[src/rtl/spi_bus_sequencer_pkg.sv]
// Shared definitions for the SPI bus sequencer.
// Contents: frame geometry, access-type encodings, bit positions within the
// 16-bit slave frame, the FSM state type and the frame-build helper.
// Frame index = transmit order: bit 0 leaves the master first.
package spi_bus_pkg;

  localparam int FRAME_LEN = 16;

  localparam logic RW_WRITE = 1'b1;
  localparam logic RW_READ  = 1'b0;

  localparam int POS_RW   = 0;
  localparam int POS_EXT  = 1;
  localparam int POS_RSVD = 4;
  localparam int POS_REG  = 5;
  localparam int POS_DATA = 8;

  typedef enum logic [1:0] {
    IDLE,
    SHIFT,
    GAP
  } state_t;

  // Address fields go out LSB first, write data MSB first; the data field
  // is all zeros for reads so the slave sees a quiet mosi while it answers.
  function automatic logic [FRAME_LEN-1:0] build_frame(
    input logic       rw,
    input logic [2:0] ext,
    input logic [2:0] rg,
    input logic [7:0] wd
  );
    logic [FRAME_LEN-1:0] f;
    f = '0;
    f[POS_RW]   = rw;
    f[POS_RSVD] = 1'b0;
    for (int i = 0; i < 3; i++) begin
      f[POS_EXT + i] = ext[i];
      f[POS_REG + i] = rg[i];
    end
    for (int i = 0; i < 8; i++) begin
      f[POS_DATA + i] = (rw == RW_WRITE) ? wd[7 - i] : 1'b0;
    end
    return f;
  endfunction

endpackage

[src/rtl/spi_bus_sequencer_if.sv]
// Interface bundling the requester-side handshake and the SPI slave bus of
// the sequencer.
//   master modport: the sequencer (takes requests + miso, drives grant/done/
//                   rdata/err/busy and cs/mosi).
//   slave modport : the environment (requesters and the addressed slave).
// Per-requester fields are packed: requester i at ext_addr[3i+2:3i],
// reg_addr[3i+2:3i], wdata[8i+7:8i], bit i of req/rw/grant/done.
interface spi_bus_sequencer_if #(
  parameter int NUM_REQ = 4
);

  logic [NUM_REQ-1:0]   req;
  logic [NUM_REQ-1:0]   rw;
  logic [3*NUM_REQ-1:0] ext_addr;
  logic [3*NUM_REQ-1:0] reg_addr;
  logic [8*NUM_REQ-1:0] wdata;
  logic [NUM_REQ-1:0]   grant;
  logic [NUM_REQ-1:0]   done;
  logic [7:0]           rdata;
  logic                 err;
  logic                 busy;
  logic                 cs;
  logic                 mosi;
  logic                 miso;
  logic                 miso_oe;

  modport master (
    input  req, rw, ext_addr, reg_addr, wdata, miso, miso_oe,
    output grant, done, rdata, err, busy, cs, mosi
  );

  modport slave (
    output req, rw, ext_addr, reg_addr, wdata, miso, miso_oe,
    input  grant, done, rdata, err, busy, cs, mosi
  );

endinterface

[src/rtl/spi_bus_sequencer_rr_arbiter.sv]
// Combinational round-robin arbiter.
// Ports:
//   req     in  NUM_REQ  request levels
//   ptr     in  IDX_W    index of the requester served last
//   winner  out NUM_REQ  one-hot winner (all zero when no request)
//   win_idx out IDX_W    index of the winner (0 when no request)
// Search starts one past ptr and wraps, so the last-served requester has the
// lowest priority.
module spi_rr_arbiter #(
  parameter int NUM_REQ = 4,
  parameter int IDX_W   = $clog2(NUM_REQ)
) (
  input  logic [NUM_REQ-1:0] req,
  input  logic [IDX_W-1:0]   ptr,
  output logic [NUM_REQ-1:0] winner,
  output logic [IDX_W-1:0]   win_idx
);

  always_comb begin
    logic             found;
    logic [IDX_W-1:0] cand;
    found   = 1'b0;
    cand    = '0;
    winner  = '0;
    win_idx = '0;
    for (int k = 1; k <= NUM_REQ; k++) begin
      cand = IDX_W'((int'(ptr) + k) % NUM_REQ);
      if (!found && req[cand]) begin
        found         = 1'b1;
        winner[cand]  = 1'b1;
        win_idx       = cand;
      end
    end
  end

endmodule

[src/rtl/spi_bus_sequencer.sv]
// SPI bus sequencer: shares one SPI slave bus among NUM_REQ requesters.
// Ports:
//   sclk  in   bus/system clock, all logic on posedge
//   rst   in   synchronous active-high reset
//   bus   master modport of spi_bus_sequencer_if (requests, grant/done,
//         rdata/err/busy, cs/mosi/miso/miso_oe)
// A granted request is serialised into a 16-bit frame with cs high for
// exactly 16 cycles; done pulses the cycle after cs drops, then at least
// GAP_CYCLES idle cycles follow before the next grant.
module spi_bus_sequencer
  import spi_bus_pkg::*;
#(
  parameter int NUM_REQ    = 4,
  parameter int GAP_CYCLES = 1
) (
  input logic               sclk,
  input logic               rst,
  spi_bus_sequencer_if.master bus
);

  localparam int IDX_W = $clog2(NUM_REQ);
  localparam int GAP_W = (GAP_CYCLES > 1) ? $clog2(GAP_CYCLES + 1) : 1;

  state_t               state;
  logic [IDX_W-1:0]     ptr;
  logic [3:0]           cnt;
  logic [GAP_W-1:0]     gap_cnt;
  logic                 cs_q;
  logic                 mosi_q;
  logic [NUM_REQ-1:0]   grant_q;
  logic [NUM_REQ-1:0]   done_q;
  logic [7:0]           rdata_q;
  logic                 err_q;
  logic                 busy_q;

  // Datapath registers: only meaningful inside a frame, so never reset.
  logic [FRAME_LEN-2:0] shreg;
  logic                 rw_lat;
  logic [6:0]           cap;
  logic                 err_acc;

  logic [2:0]           ext_arr [NUM_REQ];
  logic [2:0]           reg_arr [NUM_REQ];
  logic [7:0]           wd_arr  [NUM_REQ];

  logic [NUM_REQ-1:0]   win_onehot;
  logic [IDX_W-1:0]     win_idx;
  logic [FRAME_LEN-1:0] win_frame;

  for (genvar g = 0; g < NUM_REQ; g++) begin : g_unpack
    assign ext_arr[g] = bus.ext_addr[3*g +: 3];
    assign reg_arr[g] = bus.reg_addr[3*g +: 3];
    assign wd_arr[g]  = bus.wdata[8*g +: 8];
  end

  spi_rr_arbiter #(
    .NUM_REQ (NUM_REQ)
  ) u_arb (
    .req     (bus.req),
    .ptr     (ptr),
    .winner  (win_onehot),
    .win_idx (win_idx)
  );

  assign win_frame = build_frame(bus.rw[win_idx], ext_arr[win_idx],
                                 reg_arr[win_idx], wd_arr[win_idx]);

  always_ff @(posedge sclk) begin
    if (rst) begin
      state   <= IDLE;
      ptr     <= IDX_W'(NUM_REQ - 1);
      cnt     <= '0;
      gap_cnt <= '0;
      cs_q    <= 1'b0;
      mosi_q  <= 1'b0;
      grant_q <= '0;
      done_q  <= '0;
      rdata_q <= '0;
      err_q   <= 1'b0;
      busy_q  <= 1'b0;
    end else begin
      done_q <= '0;
      case (state)
        IDLE: begin
          if (|bus.req) begin
            // Bit 0 goes straight to mosi; shreg keeps bits 1..15 so that
            // shreg[0] always holds the next bit to transmit.
            shreg   <= win_frame[FRAME_LEN-1:1];
            rw_lat  <= bus.rw[win_idx];
            cs_q    <= 1'b1;
            mosi_q  <= win_frame[POS_RW];
            grant_q <= win_onehot;
            cnt     <= '0;
            ptr     <= win_idx;
            busy_q  <= 1'b1;
            state   <= SHIFT;
          end
        end

        SHIFT: begin
          // Data-bit window: miso sampled at the edge ending each bit cycle.
          if (cnt >= 4'(POS_DATA)) begin
            cap     <= {cap[5:0], bus.miso};
            err_acc <= (cnt == 4'(POS_DATA)) ? !bus.miso_oe
                                              : (err_acc | !bus.miso_oe);
          end
          if (cnt == 4'(FRAME_LEN - 1)) begin
            cs_q    <= 1'b0;
            mosi_q  <= 1'b0;
            grant_q <= '0;
            done_q  <= grant_q;
            if (rw_lat == RW_READ) begin
              rdata_q <= {cap, bus.miso};
              err_q   <= err_acc | !bus.miso_oe;
            end else begin
              err_q   <= 1'b0;
            end
            gap_cnt <= '0;
            state   <= GAP;
          end else begin
            cnt    <= cnt + 1'b1;
            mosi_q <= shreg[0];
            shreg  <= {1'b0, shreg[FRAME_LEN-2:1]};
          end
        end

        GAP: begin
          if (gap_cnt == GAP_W'(GAP_CYCLES - 1)) begin
            busy_q <= 1'b0;
            state  <= IDLE;
          end else begin
            gap_cnt <= gap_cnt + 1'b1;
          end
        end

        default: state <= IDLE;
      endcase
    end
  end

  assign bus.cs    = cs_q;
  assign bus.mosi  = mosi_q;
  assign bus.grant = grant_q;
  assign bus.done  = done_q;
  assign bus.rdata = rdata_q;
  assign bus.err   = err_q;
  assign bus.busy  = busy_q;

endmodule

[src/flat_wrapper.sv]
// flat-port wrapper written by rule: the top's interface ports become plain ports
module spi_bus_sequencer_flat import spi_bus_pkg::*;
#(
  parameter int NUM_REQ    = 4,
  parameter int GAP_CYCLES = 1
)
  (sclk, rst, bus_req, bus_rw, bus_ext_addr, bus_reg_addr, bus_wdata, bus_miso, bus_miso_oe, bus_grant, bus_done, bus_rdata, bus_err, bus_busy, bus_cs, bus_mosi);
  spi_bus_sequencer_if #(.NUM_REQ(NUM_REQ)) bus_i ();
  input logic sclk;
  input logic rst;
  input wire logic [$bits(bus_i.req)-1:0] bus_req;
  input wire logic [$bits(bus_i.rw)-1:0] bus_rw;
  input wire logic [$bits(bus_i.ext_addr)-1:0] bus_ext_addr;
  input wire logic [$bits(bus_i.reg_addr)-1:0] bus_reg_addr;
  input wire logic [$bits(bus_i.wdata)-1:0] bus_wdata;
  input wire logic [$bits(bus_i.miso)-1:0] bus_miso;
  input wire logic [$bits(bus_i.miso_oe)-1:0] bus_miso_oe;
  output wire logic [$bits(bus_i.grant)-1:0] bus_grant;
  output wire logic [$bits(bus_i.done)-1:0] bus_done;
  output wire logic [$bits(bus_i.rdata)-1:0] bus_rdata;
  output wire logic [$bits(bus_i.err)-1:0] bus_err;
  output wire logic [$bits(bus_i.busy)-1:0] bus_busy;
  output wire logic [$bits(bus_i.cs)-1:0] bus_cs;
  output wire logic [$bits(bus_i.mosi)-1:0] bus_mosi;
  assign bus_i.req = bus_req;
  assign bus_i.rw = bus_rw;
  assign bus_i.ext_addr = bus_ext_addr;
  assign bus_i.reg_addr = bus_reg_addr;
  assign bus_i.wdata = bus_wdata;
  assign bus_i.miso = bus_miso;
  assign bus_i.miso_oe = bus_miso_oe;
  assign bus_grant = bus_i.grant;
  assign bus_done = bus_i.done;
  assign bus_rdata = bus_i.rdata;
  assign bus_err = bus_i.err;
  assign bus_busy = bus_i.busy;
  assign bus_cs = bus_i.cs;
  assign bus_mosi = bus_i.mosi;
  spi_bus_sequencer #(.NUM_REQ(NUM_REQ), .GAP_CYCLES(GAP_CYCLES)) u_core (.sclk(sclk), .rst(rst), .bus(bus_i));
endmodule
[config.mk]
export PLATFORM = sky130hd
export DESIGN_NAME = spi_bus_sequencer_flat
export DESIGN_NICKNAME = d
export VERILOG_FILES = /design/src/rtl/spi_bus_sequencer_pkg.sv /design/src/rtl/spi_bus_sequencer_if.sv /design/src/rtl/spi_bus_sequencer_rr_arbiter.sv /design/src/rtl/spi_bus_sequencer.sv /design/src/flat_wrapper.sv
export SDC_FILE = /design/constraint.sdc
export NUM_CORES = 1
export LEC_CHECK = 0
export CAP_MARGIN = 20
export CORE_MARGIN = 3
export CORE_UTILIZATION = 25
export CTS_CLUSTER_DIAMETER = 100
export DETAILED_ROUTE_END_ITERATION = 6
export HOLD_SLACK_MARGIN = 0.06
export PLACE_DENSITY = 0.55
export SYNTH_ARGS = -nofsm -noshare
export SYNTH_HDL_FRONTEND = slang
export SYNTH_SLANG_ARGS = --single-unit
[constraint.sdc]
create_clock -name sclk -period 4.1 [get_ports sclk]
set_clock_uncertainty 0.2 [all_clocks]
set_input_delay 0.41 -clock sclk [delete_from_list [all_inputs] [get_ports sclk]]
set_output_delay 0.41 -clock sclk [all_outputs]
set_load 0.03 [all_outputs]
==> impl_metrics.env, run 1 <==
export IMPL_status="completed"
export IMPL_cp_cell_sequence="inv_1, ha_1, mux4_2, nand2b_1, and4_1, o32a_1, mux2i_4, o41ai_2"
export IMPL_via_per_inst=4.78
export IMPL_ys_flop_type="dfxtp_1"
export IMPL_cts_resized_gates=0
export IMPL_synthSimpleGateAreaFrac_pct=19.3
export IMPL_drive_gt1_share_pct=9.65
export IMPL_netlist_area_mm2=0.00311
export IMPL_layout_nets=481
export IMPL_async_reset_ff_share_pct=0
export IMPL_cellPowerDensity_mw_per_mm2=384
export IMPL_fin_ws_ns=0.639
export IMPL_syn_inst=323
export IMPL_wirelength_um=7900
export IMPL_finalSetupViolations=0
export IMPL_rrSetupSlack_ns=0.64
export IMPL_cp_max_fo=13
export IMPL_synthMuxAreaShare_pct=4.95
export IMPL_chipHeight_um=118
export IMPL_grt_pass1_wl_um=13300
export IMPL_cts_root_buf="clkbuf_16"
export IMPL_grt_usage_pct=11.3
export IMPL_hpwl_um=5920
export IMPL_clk_pin_slew_ns=0.07
export IMPL_grt_pass1_vias=2731
export IMPL_rsz0062_at_grt="no"
export IMPL_max_freq_ghz=0.289
export IMPL_finalHoldViolCount=0
export IMPL_post_drt_wl_per_cell_um=13.8
export IMPL_cp_data_arrival_time_ns=3.28
export IMPL_start_util_pct=25.7
export IMPL_htree_levels=2
export IMPL_seqCellArea_mm2=0.00128
export IMPL_min_to="u_core.cap[1]"
export IMPL_cp_slowest_cell="mux4_2"
export IMPL_io_buffer_count=87
export IMPL_vias=2736
export IMPL_drv_cap=0
export IMPL_drc_errors=0
export IMPL_synth_seq_cells=52
export IMPL_drtPass1Iterations=4
export IMPL_worstPathRequired_ns=3.92
export IMPL_die_w_um=118
export IMPL_num_antenna_cells=0
export IMPL_rr_startpoint="u_core.ptr[0]"
export IMPL_synth_nets=401
export IMPL_r2r_end="u_core.shreg[12]"
export IMPL_cp_slowest_stage_delay_ns=0.65
export IMPL_drt_iter0_markers=199
export IMPL_drv_slew=0
export IMPL_tritoncts="built"
export IMPL_r2r_cells=8
export IMPL_place_congestion=0.782
export IMPL_core_area_mm2=0.0121
export IMPL_holdPathStages=0
export IMPL_synth_edf_count=24
export IMPL_grt_ovfl_total=0
export IMPL_finalCritPeriodShare_pct=84.4
export IMPL_clk_latency_ns=0.29
export IMPL_drtAntennaViolNets=0
export IMPL_power_leakage_nw=1.59
export IMPL_fin_setup_tns_ns=0
export IMPL_cts_hold_buf=0
export IMPL_antenna_found_initial=0
export IMPL_dieArea_mm2=0.0138
export IMPL_startpoint_type="flip-flop"
export IMPL_fin_area_mm2=0.00432
export IMPL_synth_xor_area_share_pct=0
export IMPL_irDropWorstVdd_mv=0.177
export IMPL_min_delay_start="u_core.cap[0]"
export IMPL_period_needed_ns=3.46
export IMPL_synth_compound_area_share_pct=26.1
export IMPL_syn2layout_area_growth_pct=38.8
export IMPL_grt_start_max_net_pins=37
export IMPL_synth_distinct_cells=52
export IMPL_hold_class="reg2reg"
export IMPL_synth_top_family_by_area="compound AO/OA/AOI/OAI gates"
export IMPL_numCtsBuffers=5
export IMPL_synth_yosys_seq_area_share_pct=41.2
export IMPL_synth_top_cell_by_area="edfxtp_1"
export IMPL_multiInputGateArea_mm2=0.00169
export IMPL_numClockSinks=52
export IMPL_placed_cell_area_mm2=0.00417
export IMPL_yosysWarnings=0
export IMPL_tightest_slew_ns=0.616
export IMPL_synth_area_leaders="edfxtp_1, dfxtp_1, a211oi_1, and3_1, ha_1"
export IMPL_postSynthAreaPerCell_um2=9.63
export IMPL_crit_type="reg2reg"
export IMPL_synthAdderAreaFrac_pct=4.02
export IMPL_synth_top_cell_area_share_pct=23.2
export IMPL_cp_end_kind="flip-flop"
export IMPL_max_slew_margin_pct=58.9
export IMPL_post_cts_buffers=0
export IMPL_cts_buffer_depth=2
export IMPL_io_pins=88
export IMPL_post_place_ws_ns=0.466
export IMPL_core_rowCount=40
export IMPL_fillers=1248
layout by cell type (no fill, tap or decap), types with 5 or more instances in the layout:
| master | n |
|---|---|
| ha_1 | 10 |
| and3_1 | 28 |
| dfxtp_1 | 28 |
| clkbuf_16 | 5 |
| a21oi_1 | 21 |
| nor2_1 | 17 |
| inv_1 | 9 |
| o31ai_1 | 6 |
| edfxtp_1 | 24 |
| nand2_1 | 31 |
| and2_1 | 7 |
| o41ai_2 | 7 |
| clkdlybuf4s50_1 | 87 |
| a211oi_1 | 26 |
| o21ai_0 | 18 |
| buf_4 | 11 |
| a22oi_1 | 5 |
| nor3_1 | 6 |
synthesized netlist by cell type (4+ instances only):
| cell type | count |
|---|---|
| nand2_1 | 31 |
| and3_1 | 28 |
| dfxtp_1 | 28 |
| a211oi_1 | 26 |
| edfxtp_1 | 24 |
| a21oi_1 | 21 |
| clkbuf_1 | 19 |
| o21ai_0 | 18 |
| nor2_1 | 17 |
| ha_1 | 10 |
| inv_1 | 9 |
| and2_1 | 7 |
| o41ai_2 | 7 |
| nor3_1 | 6 |
| o31ai_1 | 6 |
| a22oi_1 | 5 |
| buf_2 | 5 |
| a22o_1 | 4 |
| mux4_2 | 4 |
stage by stage:
stage	hold slack [ns]	instances	power [mW]	util (%)
3_5_place_dp	0.236	563	1.26	34.4
3_3_place_gp	0.235	563	1.25	34.4
2_1_floorplan	0.226	323	1.06	-
4_1_cts	0.265	571	1.67	35.6
6_report	0.258	572	1.66	35.7
5_1_grt	0.273	572	1.75	35.7
layer usage:
| layer | vias to the layer above | wire length [µm] | track usage [%] |
|---|---|---|---|
| met4 | 0 | 65 | 2.34 |
| met1 | 1243 | 3750 | 15.3 |
| li1 | 1387 | - | - |
| met3 | 8 | 540 | 3.22 |
| met2 | 98 | 3540 | 18.2 |
| met5 | - | 0 | 0 |
registers in the layout, indices dropped and copies added (netlist names):
| signal | cells |
|---|---|
| u_core.bus.cs | 1 |
| u_core.bus.grant | 4 |
| u_core.bus.done | 4 |
| u_core.bus.rdata | 8 |
| u_core.ptr | 2 |
| u_core.bus.err | 1 |
| u_core.shreg | 15 |
| u_core.rw_lat | 1 |
| u_core.state | 2 |
| u_core.cap | 7 |
| u_core.bus.busy | 1 |
| u_core.bus.mosi | 1 |
| u_core.err_acc | 1 |
| u_core.cnt | 4 |
worst max path at each step:
stage / end / cells past startpoint / slack, ns / from
6_report: u_core.shreg[12] / 8 / 0.64 / u_core.ptr[0]
5_1_grt: u_core.shreg[8] / 9 / 0.39 / u_core.ptr[0]
4_1_cts: u_core.shreg[8] / 9 / 0.65 / u_core.ptr[0]
3_5_place_dp: u_core.shreg[8] / 8 / 0.47 / bus_req[3]
3_3_place_gp: u_core.shreg[7] / 7 / 0.57 / bus_req[3]
2_1_floorplan: u_core.shreg[10] / 9 / 0.75 / u_core.ptr[0]
cells by family after synthesis:
group	after synthesis
simple gates	112
flops	52
mux	9
compound gates	105
buf+inv	35
fa+ha+maj	10
critical path, delay by kind of cell (launching register included):
| kind | cells | cell delay [ns] |
|---|---|---|
| and+or+nand+nor | 2 | 0.51 |
| DFF | 1 | 0.33 |
| adders and majority gates | 1 | 0.43 |
| muxes | 2 | 1.09 |
| AOI/OAI and AO/OA | 2 | 0.48 |
| buffers and inverters | 1 | 0.14 |
area by class of cell:
type / instances / area share (%)
inverters: 9 / 0.782
clock buffers: 6 / 2.98
well taps: 168 / 4.87
clock inverters: 2 / 0.348
multi-input cells: 236 / 39.2
flip-flops and latches: 52 / 29.7
repair buffers: 99 / 22.2
where the power goes:
part	switching, mW	internal (mW)	leakage (nW)
Sequential	0.0218	0.602	0.456
Clock	0.184	0.228	0.0714
Combinational	0.334	0.288	1.06
Note: power is estimated with default switching activity, not from simulation.
==> inputs of run 2 (changes only) <==
PLACE_DENSITY = 0.57   (was 0.55)
clock period = 3 ns   (was 4.1 ns; I/O delays follow)
==> impl_metrics.env, run 2 (same netlist as run 1, synthesis figures left out) <==
export IMPL_swShare_pct=32.0
export IMPL_rsz0062_at_grt="no"
export IMPL_drtPass1Iterations=4
export IMPL_cts_buffer_depth=2
export IMPL_fillers=1255
export IMPL_grt_ovfl_total=0
export IMPL_power_leakage_nw=1.69
export IMPL_finalHoldViolCount=0
export IMPL_worstPathRequired_ns=2.83
export IMPL_drt_iter0_markers=175
export IMPL_r2r_cells=9
export IMPL_antenna_found_initial=0
export IMPL_hpwl_um=6060
export IMPL_path_depth=9
export IMPL_layout_nets=498
export IMPL_crit_path_end="u_core.shreg[9]"
export IMPL_final_common_cell="clkdlybuf4s50_1"
export IMPL_internal_power_mw=1.62
export IMPL_vias=2830
export IMPL_irDropWorstVdd_mv=0.249
export IMPL_startpoint_type="flip-flop"
export IMPL_cp_cell_sequence="clkinvlp_4, ha_4, mux4_2, nand2b_4, o211ai_2, nand2_2, buf_12, a211oi_1, o41ai_2"
export IMPL_final_cell_count_no_fill=589
export IMPL_cp_slowest_stage_delay_ns=0.51
export IMPL_cts_hold_buf=0
export IMPL_placed_cells=581
export IMPL_numCtsBuffers=5
export IMPL_fin_setup_tns_ns=0
export IMPL_tightest_slew_ns=0.523
export IMPL_drv_cap=0
export IMPL_max_freq_ghz=0.350
export IMPL_combPwrFrac_pct=40.6
export IMPL_dieArea_mm2=0.0138
export IMPL_num_antenna_cells=0
export IMPL_p_sw_mw=0.762
export IMPL_p_seq_share_pct=35.9
export IMPL_drv_slew=0
export IMPL_rrSetupSlack_ns=0.14
export IMPL_start_util_pct=25.7
export IMPL_critPathBufInv=2
export IMPL_die_w_um=118
export IMPL_grt_start_max_net_pins=36
export IMPL_finalSetupViolations=0
export IMPL_fin_util_pct=37.4
export IMPL_finalCritPeriodShare_pct=95.2
export IMPL_post_place_ws_ns=-0.0929
export IMPL_cts_root_buf="clkbuf_16"
export IMPL_clk_pin_slew_ns=0.07
export IMPL_largest_reg_flops=15
export IMPL_timing_hold_ws_ns=0.259
export IMPL_period_needed_ns=2.86
export IMPL_status="completed"
export IMPL_via_per_inst=4.80
export IMPL_grt_pass1_vias=2723
export IMPL_hold_class="reg2reg"
export IMPL_place_congestion=0.838
export IMPL_max_slew_margin_pct=65.1
export IMPL_clk_latency_ns=0.29
export IMPL_grt_usage_pct=11.5
export IMPL_cellPowerDensity_mw_per_mm2=525
export IMPL_placed_cell_area_mm2=0.00439
export IMPL_cp_top_family="compound AO/OA/AOI/OAI gates"
export IMPL_cp_slowest_cell="mux4_2"
export IMPL_drive_gt1_share_pct=14.7
export IMPL_tritoncts="built"
export IMPL_core_area_mm2=0.0121
export IMPL_final_cell_mix="clkdlybuf4s50_1, nand2_1, and3_1"
export IMPL_p_clk_share_pct=23.5
export IMPL_fin_area_mm2=0.00453
export IMPL_crit_type="reg2reg"
export IMPL_drc_errors=0
export IMPL_core_rowCount=40
export IMPL_drtAntennaViolNets=0
export IMPL_chipHeight_um=118
export IMPL_cp_max_fo=27
export IMPL_crit_start="u_core.ptr[0]"
export IMPL_fin_ws_ns=0.143
export IMPL_syn2layout_area_growth_pct=45.6
export IMPL_io_buffer_count=87
export IMPL_htree_levels=2
export IMPL_wirelength_um=8100
export IMPL_numClockSinks=52
export IMPL_total_power_mw=2.38
export IMPL_cp_data_arrival_time_ns=2.68
export IMPL_io_pins=88
export IMPL_grt_pass1_wl_um=13500
export IMPL_post_cts_buffers=0
export IMPL_largest_register="u_core.shreg"
export IMPL_r2r_end="u_core.shreg[9]"
export IMPL_cp_end_kind="flip-flop"
export IMPL_rr_startpoint="u_core.ptr[0]"
export IMPL_post_drt_wl_per_cell_um=13.8
run 2: changes by cell type in the layout (fill, tap and decap cells not counted), sizes merged:
cell | before | now
inv | 10 | 9
buf | 12 | 29
clkinvlp | 0 | 1
run 2: worst min-delay path by stage:
stage	from	to	slack (ns)	cells past startpoint
3_3_place_gp	u_core.cap[2]	u_core.cap[3]	0.24	0
5_1_grt	u_core.cap[2]	u_core.cap[3]	0.28	0
3_5_place_dp	u_core.cap[3]	u_core.cap[4]	0.24	0
6_report	u_core.cap[2]	u_core.cap[3]	0.26	0
2_1_floorplan	bus_miso	u_core.cap[0]	0.20	0
4_1_cts	u_core.cap[2]	u_core.cap[3]	0.26	0
run 2: power by group through the flow:
stage                     Clock [mW]  Combinational [mW]  Sequential, mW
final                          0.559               0.967           0.855
after global placement             0               0.959           0.869
after global routing           0.600                1.06           0.861
after floorplan                    0               0.585           0.886
after detailed placement           0               0.971           0.871
after CTS                      0.577               0.974           0.855
run 2: metal layers:
| layer | global-route usage (%) | wire, µm |
|---|---|---|
| met5 | 0 | 0 |
| met1 | 15.7 | 3860 |
| met4 | 1.90 | 36 |
| met3 | 3.03 | 562 |
| met2 | 18.6 | 3650 |
run 2: final cells by class:
cell class / instances / area, µm² / share of cell area [%]
clock buffer: 6 / 129 / 2.84
clock inverter: 2 / 15.0 / 0.331
inverter: 9 / 37.5 / 0.828
multi-input combinational: 236 / 1710 / 37.8
sequential: 52 / 1290 / 28.4
tap: 168 / 210 / 4.64
timing repair buffer: 116 / 1140 / 25.1
run 2: worst register-to-register path: stages, from the launching register on:
cell	delay, ns
dfxtp_4	0.35
clkinvlp_4	0.10
ha_4	0.31
mux4_2	0.52
nand2b_4	0.18
o211ai_2	0.13
nand2_2	0.14
buf_12	0.18
a211oi_1	0.36
o41ai_2	0.13
run 2: timing repair:
action / 4_1_cts / 5_1_grt
setup endpoints to repair: 0 / 1
resized for setup: 0 / 1
hold endpoints to repair: 0 / 0
